### src/rtl/hxd_bridge_pkg.sv
// Shared types for the SPI-to-memory bridge: host command codes and bridge FSM states.
package hxd_bridge_pkg;

  typedef enum logic [7:0] {
    CMD_SET_ADDR = 8'h2A,
    CMD_WRITE    = 8'h2B,
    CMD_READ     = 8'h2C,
    CMD_SEL_TGT  = 8'h2D,
    CMD_RELEASE  = 8'h2E
  } cmd_t;

  typedef enum logic [2:0] {
    IDLE,
    ADDR,
    WR,
    RD,
    SELT
  } state_t;

endpackage

### src/rtl/spi_word_pack.sv
// Assembles host write bytes into a little-endian word with lane enables and
// emits a registered write strobe on a full word or on an explicit flush.
module spi_word_pack #(
  parameter  int XLEN = 32,
  localparam int NB   = XLEN / 8,
  localparam int LW   = $clog2(NB)
) (
  input  logic            clk_i,
  input  logic            rst_n_i,
  input  logic            byte_vld_i,
  input  logic [LW-1:0]   lane_i,
  input  logic [7:0]      byte_i,
  input  logic            flush_i,
  output logic            pend_o,
  output logic            wr_en_o,
  output logic [XLEN-1:0] wr_data_o,
  output logic [NB-1:0]   wr_be_o
);

  logic [XLEN-1:0] buf_q, buf_d;
  logic [NB-1:0]   be_q, be_d;
  logic            wr_en_q, wr_en_d;
  logic [XLEN-1:0] wr_data_q, wr_data_d;
  logic [NB-1:0]   wr_be_q, wr_be_d;

  always_comb begin
    buf_d     = buf_q;
    be_d      = be_q;
    wr_en_d   = 1'b0;
    wr_data_d = wr_data_q;
    wr_be_d   = wr_be_q;
    if (flush_i && (|be_q)) begin
      wr_en_d   = 1'b1;
      wr_data_d = buf_q;
      wr_be_d   = be_q;
      be_d      = '0;
    end else if (byte_vld_i) begin
      buf_d[{lane_i, 3'b000} +: 8] = byte_i;
      be_d[lane_i]                 = 1'b1;
      if (int'(lane_i) == NB - 1) begin
        wr_en_d   = 1'b1;
        wr_data_d = buf_d;
        wr_be_d   = be_d;
        be_d      = '0;
      end
    end
  end

  always_ff @(posedge clk_i or negedge rst_n_i) begin
    if (!rst_n_i) begin
      buf_q     <= '0;
      be_q      <= '0;
      wr_en_q   <= 1'b0;
      wr_data_q <= '0;
      wr_be_q   <= '0;
    end else begin
      buf_q     <= buf_d;
      be_q      <= be_d;
      wr_en_q   <= wr_en_d;
      wr_data_q <= wr_data_d;
      wr_be_q   <= wr_be_d;
    end
  end

  assign pend_o    = |be_q;
  assign wr_en_o   = wr_en_q;
  assign wr_data_o = wr_data_q;
  assign wr_be_o   = wr_be_q;

endmodule

### src/rtl/spi_mem_bridge.sv
// Host-to-memory bridge: decodes the SPI command/data byte stream into target
// selection, auto-incrementing word writes and prefetched reads.
//
// state | meaning
// IDLE  | no command active, data bytes ignored
// ADDR  | data bytes load the byte address, little-endian
// WR    | data bytes fill write lanes, full words are committed
// RD    | data bytes advance the read lane, word refetched on wrap
// SELT  | first data byte selects the target memory
module spi_mem_bridge import hxd_bridge_pkg::*; #(
  parameter  int XLEN     = 32,
  parameter  int ADDR_W   = 32,
  parameter  int N_TGT    = 2,
  parameter  int BOOT_OWN = 1,
  localparam int NB       = XLEN / 8,
  localparam int LW       = $clog2(NB),
  localparam int TW       = $clog2(N_TGT)
) (
  input  logic              clk_i,
  input  logic              rst_n_i,
  input  logic              dc_i,
  input  logic              spi_byte_vld_i,
  input  logic [7:0]        spi_byte_data_i,
  output logic [7:0]        spi_byte_data_o,
  output logic [N_TGT-1:0]  host_own_o,
  output logic              cpu_hold_o,
  output logic [TW-1:0]     tgt_sel_o,
  output logic              wr_en_o,
  output logic [ADDR_W-1:0] wr_addr_o,
  output logic [XLEN-1:0]   wr_data_o,
  output logic [NB-1:0]     wr_byte_en_o,
  output logic              rd_en_o,
  output logic [ADDR_W-1:0] rd_addr_o,
  input  logic [XLEN-1:0]   rd_data_i
);

  localparam int AB = ADDR_W / 8;
  localparam int IW = $clog2(AB + 1);
  localparam logic [N_TGT-1:0] OWN_RST =
    (BOOT_OWN != 0) ? {{(N_TGT-1){1'b0}}, 1'b1} : '0;

  state_t            state_q, state_d;
  logic [ADDR_W-1:0] addr_q, addr_d;
  logic [LW-1:0]     lane_q, lane_d;
  logic [IW-1:0]     idx_q, idx_d;
  logic              sel_done_q, sel_done_d;
  logic [N_TGT-1:0]  host_own_q, host_own_d;
  logic [TW-1:0]     tgt_sel_q, tgt_sel_d;
  logic [ADDR_W-1:0] wr_addr_q, wr_addr_d;
  logic              rd_en_q, rd_en_d;
  logic              rd_lat_q, rd_lat_d;
  logic [ADDR_W-1:0] rd_addr_q, rd_addr_d;
  logic [XLEN-1:0]   rd_word_q, rd_word_d;
  logic [7:0]        miso_q, miso_d;

  logic cmd_vld, dat_vld, own, lane_last, pk_vld, pk_flush, pk_pend;

  assign cmd_vld   = spi_byte_vld_i && !dc_i;
  assign dat_vld   = spi_byte_vld_i && dc_i;
  assign own       = host_own_q[tgt_sel_q];
  assign lane_last = (int'(lane_q) == NB - 1);

  always_comb begin
    state_d    = state_q;
    addr_d     = addr_q;
    lane_d     = lane_q;
    idx_d      = idx_q;
    sel_done_d = sel_done_q;
    host_own_d = host_own_q;
    tgt_sel_d  = tgt_sel_q;
    wr_addr_d  = wr_addr_q;
    rd_en_d    = 1'b0;
    rd_lat_d   = rd_en_q;
    rd_addr_d  = rd_addr_q;
    rd_word_d  = rd_lat_q ? rd_data_i : rd_word_q;
    pk_vld     = 1'b0;
    pk_flush   = 1'b0;

    if (cmd_vld) begin
      // a partially filled word is committed at the current word address
      pk_flush = 1'b1;
      if (pk_pend) wr_addr_d = {addr_q[ADDR_W-1:LW], {LW{1'b0}}};
      case (spi_byte_data_i)
        CMD_SET_ADDR: begin
          state_d = ADDR;
          idx_d   = '0;
        end
        CMD_WRITE: begin
          state_d = WR;
          lane_d  = addr_q[LW-1:0];
        end
        CMD_READ: begin
          state_d   = RD;
          lane_d    = addr_q[LW-1:0];
          rd_en_d   = own;
          rd_addr_d = {addr_q[ADDR_W-1:LW], {LW{1'b0}}};
        end
        CMD_SEL_TGT: begin
          state_d    = SELT;
          sel_done_d = 1'b0;
        end
        CMD_RELEASE: begin
          state_d    = IDLE;
          host_own_d = '0;
        end
        default: state_d = IDLE;
      endcase
    end else if (dat_vld) begin
      case (state_q)
        ADDR: begin
          if (int'(idx_q) < AB) begin
            addr_d[{idx_q, 3'b000} +: 8] = spi_byte_data_i;
            idx_d = idx_q + 1'b1;
          end
        end
        SELT: begin
          if (!sel_done_q) begin
            sel_done_d = 1'b1;
            if (32'(spi_byte_data_i) < N_TGT) begin
              tgt_sel_d = spi_byte_data_i[TW-1:0];
              for (int t = 0; t < N_TGT; t++) host_own_d[t] = (spi_byte_data_i == 8'(t));
            end
          end
        end
        WR: begin
          pk_vld = own;
          if (lane_last) begin
            if (own) wr_addr_d = {addr_q[ADDR_W-1:LW], {LW{1'b0}}};
            addr_d = addr_q + ADDR_W'(NB);
            lane_d = '0;
          end else begin
            lane_d = lane_q + 1'b1;
          end
        end
        RD: begin
          if (lane_last) begin
            addr_d    = addr_q + ADDR_W'(NB);
            lane_d    = '0;
            rd_en_d   = own;
            rd_addr_d = {addr_d[ADDR_W-1:LW], {LW{1'b0}}};
          end else begin
            lane_d = lane_q + 1'b1;
          end
        end
        default: ;
      endcase
    end

    miso_d = ((state_d == RD) && own) ? rd_word_d[{lane_d, 3'b000} +: 8] : 8'hFF;
  end

  always_ff @(posedge clk_i or negedge rst_n_i) begin
    if (!rst_n_i) begin
      state_q    <= IDLE;
      addr_q     <= '0;
      lane_q     <= '0;
      idx_q      <= '0;
      sel_done_q <= 1'b0;
      host_own_q <= OWN_RST;
      tgt_sel_q  <= '0;
      wr_addr_q  <= '0;
      rd_en_q    <= 1'b0;
      rd_lat_q   <= 1'b0;
      rd_addr_q  <= '0;
      rd_word_q  <= '0;
      miso_q     <= 8'hFF;
    end else begin
      state_q    <= state_d;
      addr_q     <= addr_d;
      lane_q     <= lane_d;
      idx_q      <= idx_d;
      sel_done_q <= sel_done_d;
      host_own_q <= host_own_d;
      tgt_sel_q  <= tgt_sel_d;
      wr_addr_q  <= wr_addr_d;
      rd_en_q    <= rd_en_d;
      rd_lat_q   <= rd_lat_d;
      rd_addr_q  <= rd_addr_d;
      rd_word_q  <= rd_word_d;
      miso_q     <= miso_d;
    end
  end

  spi_word_pack #(.XLEN(XLEN)) u_pack (
    .clk_i      (clk_i),
    .rst_n_i    (rst_n_i),
    .byte_vld_i (pk_vld),
    .lane_i     (lane_q),
    .byte_i     (spi_byte_data_i),
    .flush_i    (pk_flush),
    .pend_o     (pk_pend),
    .wr_en_o    (wr_en_o),
    .wr_data_o  (wr_data_o),
    .wr_be_o    (wr_byte_en_o)
  );

  assign spi_byte_data_o = miso_q;
  assign host_own_o      = host_own_q;
  assign cpu_hold_o      = |host_own_q;
  assign tgt_sel_o       = tgt_sel_q;
  assign wr_addr_o       = wr_addr_q;
  assign rd_en_o         = rd_en_q;
  assign rd_addr_o       = rd_addr_q;

endmodule
### config.mk
export PLATFORM = sky130hd
export DESIGN_NAME = spi_mem_bridge
export DESIGN_NICKNAME = d
export VERILOG_FILES = /design/src/rtl/hxd_bridge_pkg.sv /design/src/rtl/spi_word_pack.sv /design/src/rtl/spi_mem_bridge.sv
export SDC_FILE = /design/constraint.sdc
export NUM_CORES = 1
export LEC_CHECK = 0
export CELL_PAD_IN_SITES_DETAIL_PLACEMENT = 0
export CELL_PAD_IN_SITES_GLOBAL_PLACEMENT = 1
export CORE_MARGIN = 2
export CORE_UTILIZATION = 38
export CTS_BUF_LIST = sky130_fd_sc_hd__clkbuf_2
export CTS_CLUSTER_SIZE = 25
export DETAILED_ROUTE_END_ITERATION = 10
export PLACE_DENSITY_LB_ADDON = 0.1
export SETUP_SLACK_MARGIN = 0.05
export SLEW_MARGIN = 20
export SYNTH_ARGS = -nofsm -noshare
export SYNTH_HDL_FRONTEND = slang
export SYNTH_SLANG_ARGS = --single-unit
export TNS_END_PERCENT = 30
### constraint.sdc
create_clock -name clk_i -period 2.8 [get_ports clk_i]
set_input_delay 0.84 -clock clk_i [delete_from_list [all_inputs] [get_ports clk_i]]
set_output_delay 0.84 -clock clk_i [all_outputs]
set_load 0.01 [all_outputs]
# --- After elaboration in Yosys (flattened, before gate mapping) ---
# Index checks and enable logic that the tools add are counted.
word_totals:
  elab_cells: 154
  ramBits: 0
  romBits: 0
  regBits: 223
  n_memories: 0
  latch_bits: 0
classes:
  n_reduce_logical: 32
  mul: 0
  bitwise_logic: 4
  n_mux: 65
  shifts: 5
  n_div: 0
  add_sub_neg: 5
  n_eq_ne: 20
  n_lt_le_gt_ge: 5
op_table:
  columns: ["operator", "count"]
  rows:
  - ["$mux W32", 17]
  - ["$bwmux W32", 2]
  - ["$pmux W32 S2", 1]
  - ["$eq A8 B6 Y1 const B", 5]
  - ["$add A32 B3 Y32 const B", 1]
  - ["$shift A8 B7 Y32 const A", 1]
  - ["$shift A8 B8 Y32 const A", 1]
  - ["$shiftx A32 B6 Y8", 1]
  - ["$shiftx A8 B7 Y32", 1]
  - ["$shiftx A8 B8 Y32", 1]
  - ["$mux W4", 6]
  - ["$reduce_bool A2 Y1", 12]
  - ["$mux W2", 11]
  - ["$reduce_and A5 Y1", 4]
  - ["$mux W1", 19]
  - ["$mux W3", 6]
  - ["$ne A2 B1 Y1 const B", 7]
  - ["$pmux W3 S4", 1]
  - ["$eq A3 B2 Y1 const B", 3]
  - ["$eq A8 B1 Y1 const B", 1]
  - ["$logic_not A8 Y1", 1]
  - ["$lt A8 B2 Y1 const B", 1]
  - ["$mux W8", 1]
  - ["$neg A6 Y8", 1]
  - ["other kinds (21)", 31]

# --- Logic depth before layout (Yosys ltp) ---
logic_depth:
  word_depth: 8
  depth_mapped: 10
  depth_no_buf: 9

# --- Cells and area by module ---
# From an unflattened synthesis, not the netlist that was laid out.
hier_totals:
  hier_cells: 954
  hier_area_um2: 10635.2
modules_own_cells:
  columns: ["module", "area_each_um2", "cells_per_inst", "n_inst", "seq_area_each_um2"]
  rows:
  - ["spi_mem_bridge", 7303.3, 685, 1, 3664.8]
  - ["spi_word_pack", 3331.9, 269, 1, 1826.8]

# --- Least setup slack after synthesis ---
# Ideal clock, no wire load.
synth_path:
  path_kind: "input-to-reg"
  from: "in spi_byte_data_i[1]"
  to: "reg miso_q[6], in the netlist spi_byte_data_o[6]"
  slack_ns: -0.161
  required_ns: 2.708
  setup_time_ns: 0.092
  path_stages: 8
  t_arrival_ns: 2.868
  cell_sequence: "buf_4 or3b_4 a211oi_4 nor3_2 a311oi_4 buf_8 mux2_4 a2bb2oi_2"
synth_between:
  elab_chain_cells: 6
synth_lines:
  columns: ["item", "line_no", "rtl"]
  rows:
  - ["from (decl)", "spi_mem_bridge.sv:23", "input logic [7:0] spi_byte_data_i,"]
  - ["$eq A8 B6 Y1", "spi_mem_bridge.sv:83", "case (spi_byte_data_i)"]
  - ["$reduce_or A2 Y1 (no line) / $pmux W3 S4 (equally long branches)", null, null]
  - ["$mux W2 / $mux W3 (equally long branches)", "spi_mem_bridge.sv:83, spi_mem_bridge.sv:79", null]
  - ["$mux W2 / $eq A3 B2 Y1 (equally long branches)", "spi_mem_bridge.sv:79, spi_mem_bridge.sv:149", null]
  - ["$shiftx A32 B6 Y8 / $logic_and A1 B1 Y1 (equally long branches)", "spi_mem_bridge.sv:149", "miso_d = ((state_d == RD) && own) ? rd_word_d[{lane_d, 3'b000} +: 8] : 8'hFF;"]
  - ["$mux W8 *", "spi_mem_bridge.sv:149", null]
  - ["net miso_d[6]", "spi_mem_bridge.sv:54", "logic [7:0] miso_q, miso_d;"]
  - ["to (signal assigned)", "spi_mem_bridge.sv:180", "miso_q <= miso_d;"]
  - ["to (decl)", "spi_mem_bridge.sv:54", null]
# Mark *: on every way through the listed nets, which the timed path passes. The rest lies on a longest branch.
# A chain may end at the register's enable or synchronous reset.

# --- Worst setup path after layout ---
layout_path:
  from: "reg host_own_q[1], in the netlist host_own_o[1]"
  to: "out host_own_o[1]"
layout_lines:
  columns: ["item", "line_no", "rtl"]
  rows:
  - ["from (decl)", "spi_mem_bridge.sv:47", "logic [N_TGT-1:0] host_own_q, host_own_d;"]
  - ["from (signal assigned)", "spi_mem_bridge.sv:173", "host_own_q <= host_own_d;"]
  - ["to (decl)", "spi_mem_bridge.sv:25", "output logic [N_TGT-1:0] host_own_o,"]
# No word-level cell between the ends.

==> run_results.csv <==
group,metric,value,unit
clock_network,clk_latency,0.82,ns
flow_run,drv_cap,0,
final_layout,layout-drive-gt1-share,18.8,%
route,routed_via_density,5.16,
placed_design,post-dp-hpwl,19300,um
clock_network,cts_tree,"built",
grt,top_usage_layer,"met2",
worst_setup_path,reg2regPathDepth,9,
clock_network,cts_root_buf,"clkbuf_2",
floorplanning,design.portCount,158,
status,status,"finished, final reports clean",
worst_setup_path,slowest_delay,0.54,ns
grt,grt_util_met2,32.4,%
synth,ys_ff_latch,219,
grt,grt_usage,20.6,%
min_path,hp-class,"reg -> reg",
sta,drv_slew,0,
worst_setup_path,path_class,"reg -> out",
synth,synth_seq_area_share,53.5,%
grt,grt_overflow_total,0,
final_layout,syn2layout_area_growth,28.6,%
floorplanning,coreArea,0.0267,mm^2
clock_network,cts_max_path_buffers,3,
power,power.density,468,mW/mm^2
route,avgRoutedWirePerCell,17.5,um
clock_network,cts.sinks,219,
clock_network,htreeDepth,2,
worst_setup_path,arrival,1.77,ns
placed_design,gp_congestion,0.829,
grt,grt_max_degree,78,
synth,synth_warnings,0,
worst_setup_path,crit_path_start_kind,"register",
grt,gr-usage-met3,3.60,%
sta,rsz0062_at_grt,"no",
placed_design,numPortBuffers,153,
route,vias,8470,
floorplanning,fp.dieW,168,um
route,ant_nets,0,
route,drt_iter0_markers,549,
route,drc,0,
placed_design,pre_cts_slack,-0.587,ns
sta,fmax,0.383,GHz
sta,finalHoldViolations,0,
clock_network,clkTransAtPathRegs,0.11,ns
route,drt-pass1-iter-count,6,
floorplanning,rows,60,
grt,use_met1,29.4,%
sta,finalCritPeriodShare,93.1,%
sta,tightest_slew,0.814,ns
synth,synth-edff-count,0,
synth,synth_cell_types,63,
synth,ys.flop_type,"dfrtp_1",
min_path,holdPathStages,0,
worst_setup_path,cp_cell_sequence,"clkdlybuf4s50_1",
clock_network,numCtsBuffers,57,
sta,setup_slack,0.192,ns
sta,finalSetupViolations,0,
synth,async_flop_share,100,%
worst_setup_path,cp_max_fo,4,
worst_setup_path,crit_cells,1,
synth,netlist_instances,1033,
power,power.leakage,5.98,nW
worst_setup_path,cp_slowest_cell,"clkdlybuf4s50_1",
floorplanning,die-height,168,um
grt,antenna_found_initial,1,
sta,fin_crit,2.61,ns
floorplanning,start_util,38.4,%
floorplanning,die-area,0.0283,mm^2
route,routed_wl,28700,um
worst_setup_path,critPathBufInv,1,
grt,grt_pass1_wl,46700,um
sta,maxSlewHeadroom,45.7,%
final_layout,final_nets,1313,
power,peakVddDrop,0.187,mV
synth,syn-mean-instance-area,9.94,um^2
final_layout,final_util,49.4,%
worst_setup_path,cp_top_family,"buffers and inverters",
synth,synth_area,0.0103,mm^2
worst_setup_path,end_kind,"output port",
worst_setup_path,cp.required,1.96,ns
grt,grt_pass1_vias,8558,
sta,skew,0.0356,ns
==> worst register-to-register path, cell delays in order, from the launching register on <==
cell     delay (ns)
dfrtp_1        0.43
inv_1          0.12
ha_1           0.21
ha_1           0.28
nor2b_1        0.20
nand2_1        0.07
o31ai_1        0.34
nand2_1        0.39
a21oi_1        0.24
o22a_1         0.16
==> stage by stage <==
step / area (um^2) / power (mW) / cells / hold WS, ns / TNS, ns
after global placement: 12700 / 4.06 / 1536 / 0.362 / -9.75
after global routing: 13200 / 6.55 / 1643 / 0.400 / 0
after detailed placement: 12700 / 4.07 / 1536 / 0.359 / -10.28
after CTS: 13200 / 6.30 / 1640 / 0.383 / 0
after floorplan: 10300 / 3.70 / 1036 / 0.416 / -0.262
final: 13200 / 6.18 / 1643 / 0.381 / 0
==> power by group <==
group	internal [mW]	switching (mW)	total, mW
registers	3.22	0.0710	3.29
clock network	0.875	1.31	2.18
logic	0.298	0.410	0.708
total	4.39	1.79	6.18
==> flip-flops by register name, summed over array words and instances, names as in the netlist, 2 cells and up <==
name              cells
addr_q               32
rd_word_q            32
u_pack.buf_q         32
u_pack.wr_data_o     32
rd_addr_o            30
wr_addr_o            30
spi_byte_data_o       8
u_pack.be_q           4
u_pack.wr_be_o        4
idx_q                 3
state_q               3
host_own_o            2
lane_q                2
==> cell usage in the layout, fill, tap and decap left out, drive strengths merged, types with 5 or more instances in the layout <==
cell	synthesis	layout
nor3	19	19
o22a	8	8
clkbuf	63	95
dfrtp	210	210
clkdlybuf4s50	0	141
o21ai	90	90
nand4	12	12
a21oi	37	37
o32ai	6	6
nand2	208	208
xnor2	18	18
nand3	22	22
and3	7	7
a22o	33	33
mux2i	14	14
ha	12	12
inv	11	12
nor4	11	11
dlygate4sd2	0	10
xor2	12	12
nor2	66	66
clkinv	0	6
dfstp	9	9
a2bb2oi	8	8
and2	5	5
or3	5	5
mux2	46	46
a22oi	39	39
buf	10	82
==> logic make-up (layout without fill, tap and decap cells) <==
group / after synthesis / in the layout / synth area share [%]
simple gates: 376 / 376 / 16.1
compound gates: 251 / 251 / 16.4
flops: 219 / 219 / 53.5
buf+inv: 84 / 348 / 3.47
mux: 60 / 60 / 6.45
xor+xnor: 30 / 30 / 2.56
fa+ha+maj: 12 / 12 / 1.46
other cells: 1 / 6 / 0.0365
==> cell type report <==
| cell class | count | area, um^2 |
|---|---|---|
| diodes | 2 | 5.00 |
| clock buffers | 95 | 475 |
| clock inverters | 7 | 27.5 |
| fillers | 2543 | 13500 |
| inverters | 11 | 41.3 |
| multi-input cells | 733 | 4450 |
| flip-flops and latches | 219 | 5490 |
| well taps | 341 | 427 |
| repair buffers | 235 | 2280 |
==> routing by layer <==
layer / part of all wire, % / wire [um] / vias to the layer above
li1: - / - / 4121
met1: 48 / 13900 / 4090
met2: 46 / 13100 / 212
met3: 4.2 / 1210 / 47
met4: 1.8 / 507 / 0
met5: 0 / 0 / -
==> path summary, 6_finish.rpt <==
path                                           startpoint                   endpoint  slack, ns
worst min-delay path                    rd_en_o$_DFF_PN0_         rd_lat_q$_DFF_PN0_       0.38
min in group asynchronous                         rst_n_i   wr_addr_o[6]$_DFFE_PN0P_       0.62
worst max register to register       idx_q[0]$_DFFE_PN0P_     addr_q[16]$_DFFE_PN0P_       0.32
worst max-delay path            host_own_o[1]$_DFFE_PN0P_              host_own_o[1]       0.19
worst min register to register          rd_en_o$_DFF_PN0_         rd_lat_q$_DFF_PN0_       0.38
max in group asynchronous                         rst_n_i  host_own_o[0]$_DFFE_PN1P_       1.50
==> cell usage after synthesis (4+ instances only) <==
library cell  instances  area share [%]
xor2_1               12             1.0
nand4_1              12            0.73
nor3_1               18            0.88
nor2b_1               4            0.24
a2bb2oi_1             7            0.60
a41oi_1               4            0.34
and3_1                7            0.43
buf_4                 6            0.44
or3_1                 5            0.30
inv_1                11            0.40
o21ai_1               8            0.39
mux2i_1              14             1.4
nor4_1               10            0.61
o32ai_1               6            0.51
o31ai_1               4            0.29
a22o_1               33             2.8
nand2b_1              4            0.24
a31oi_1               4            0.24
dfstp_2               9             2.3
o22a_1                8            0.68
nor2_1               66             2.4
nand2_1             208             7.6
a21oi_1              37             1.8
xnor2_1              18             1.5
and2_1                5            0.30
clkbuf_1             63             2.3
a22oi_1              39             2.9
o21ai_0              82             4.0
nand3_1              22             1.1
ha_1                 12             1.5
mux2_2               42             4.6
dfrtp_1             210              51
==> timing repair <==
action | in CTS | in global routing
setup endpoints to repair | 12 | 1
hold endpoints to repair | 63 | 0
gates resized for setup | 13 | 0
pin swaps | 0 | 0
setup buffers | 1 | 1
hold buffers | 1 | 0
Note: power is estimated with default switching activity, not from simulation.
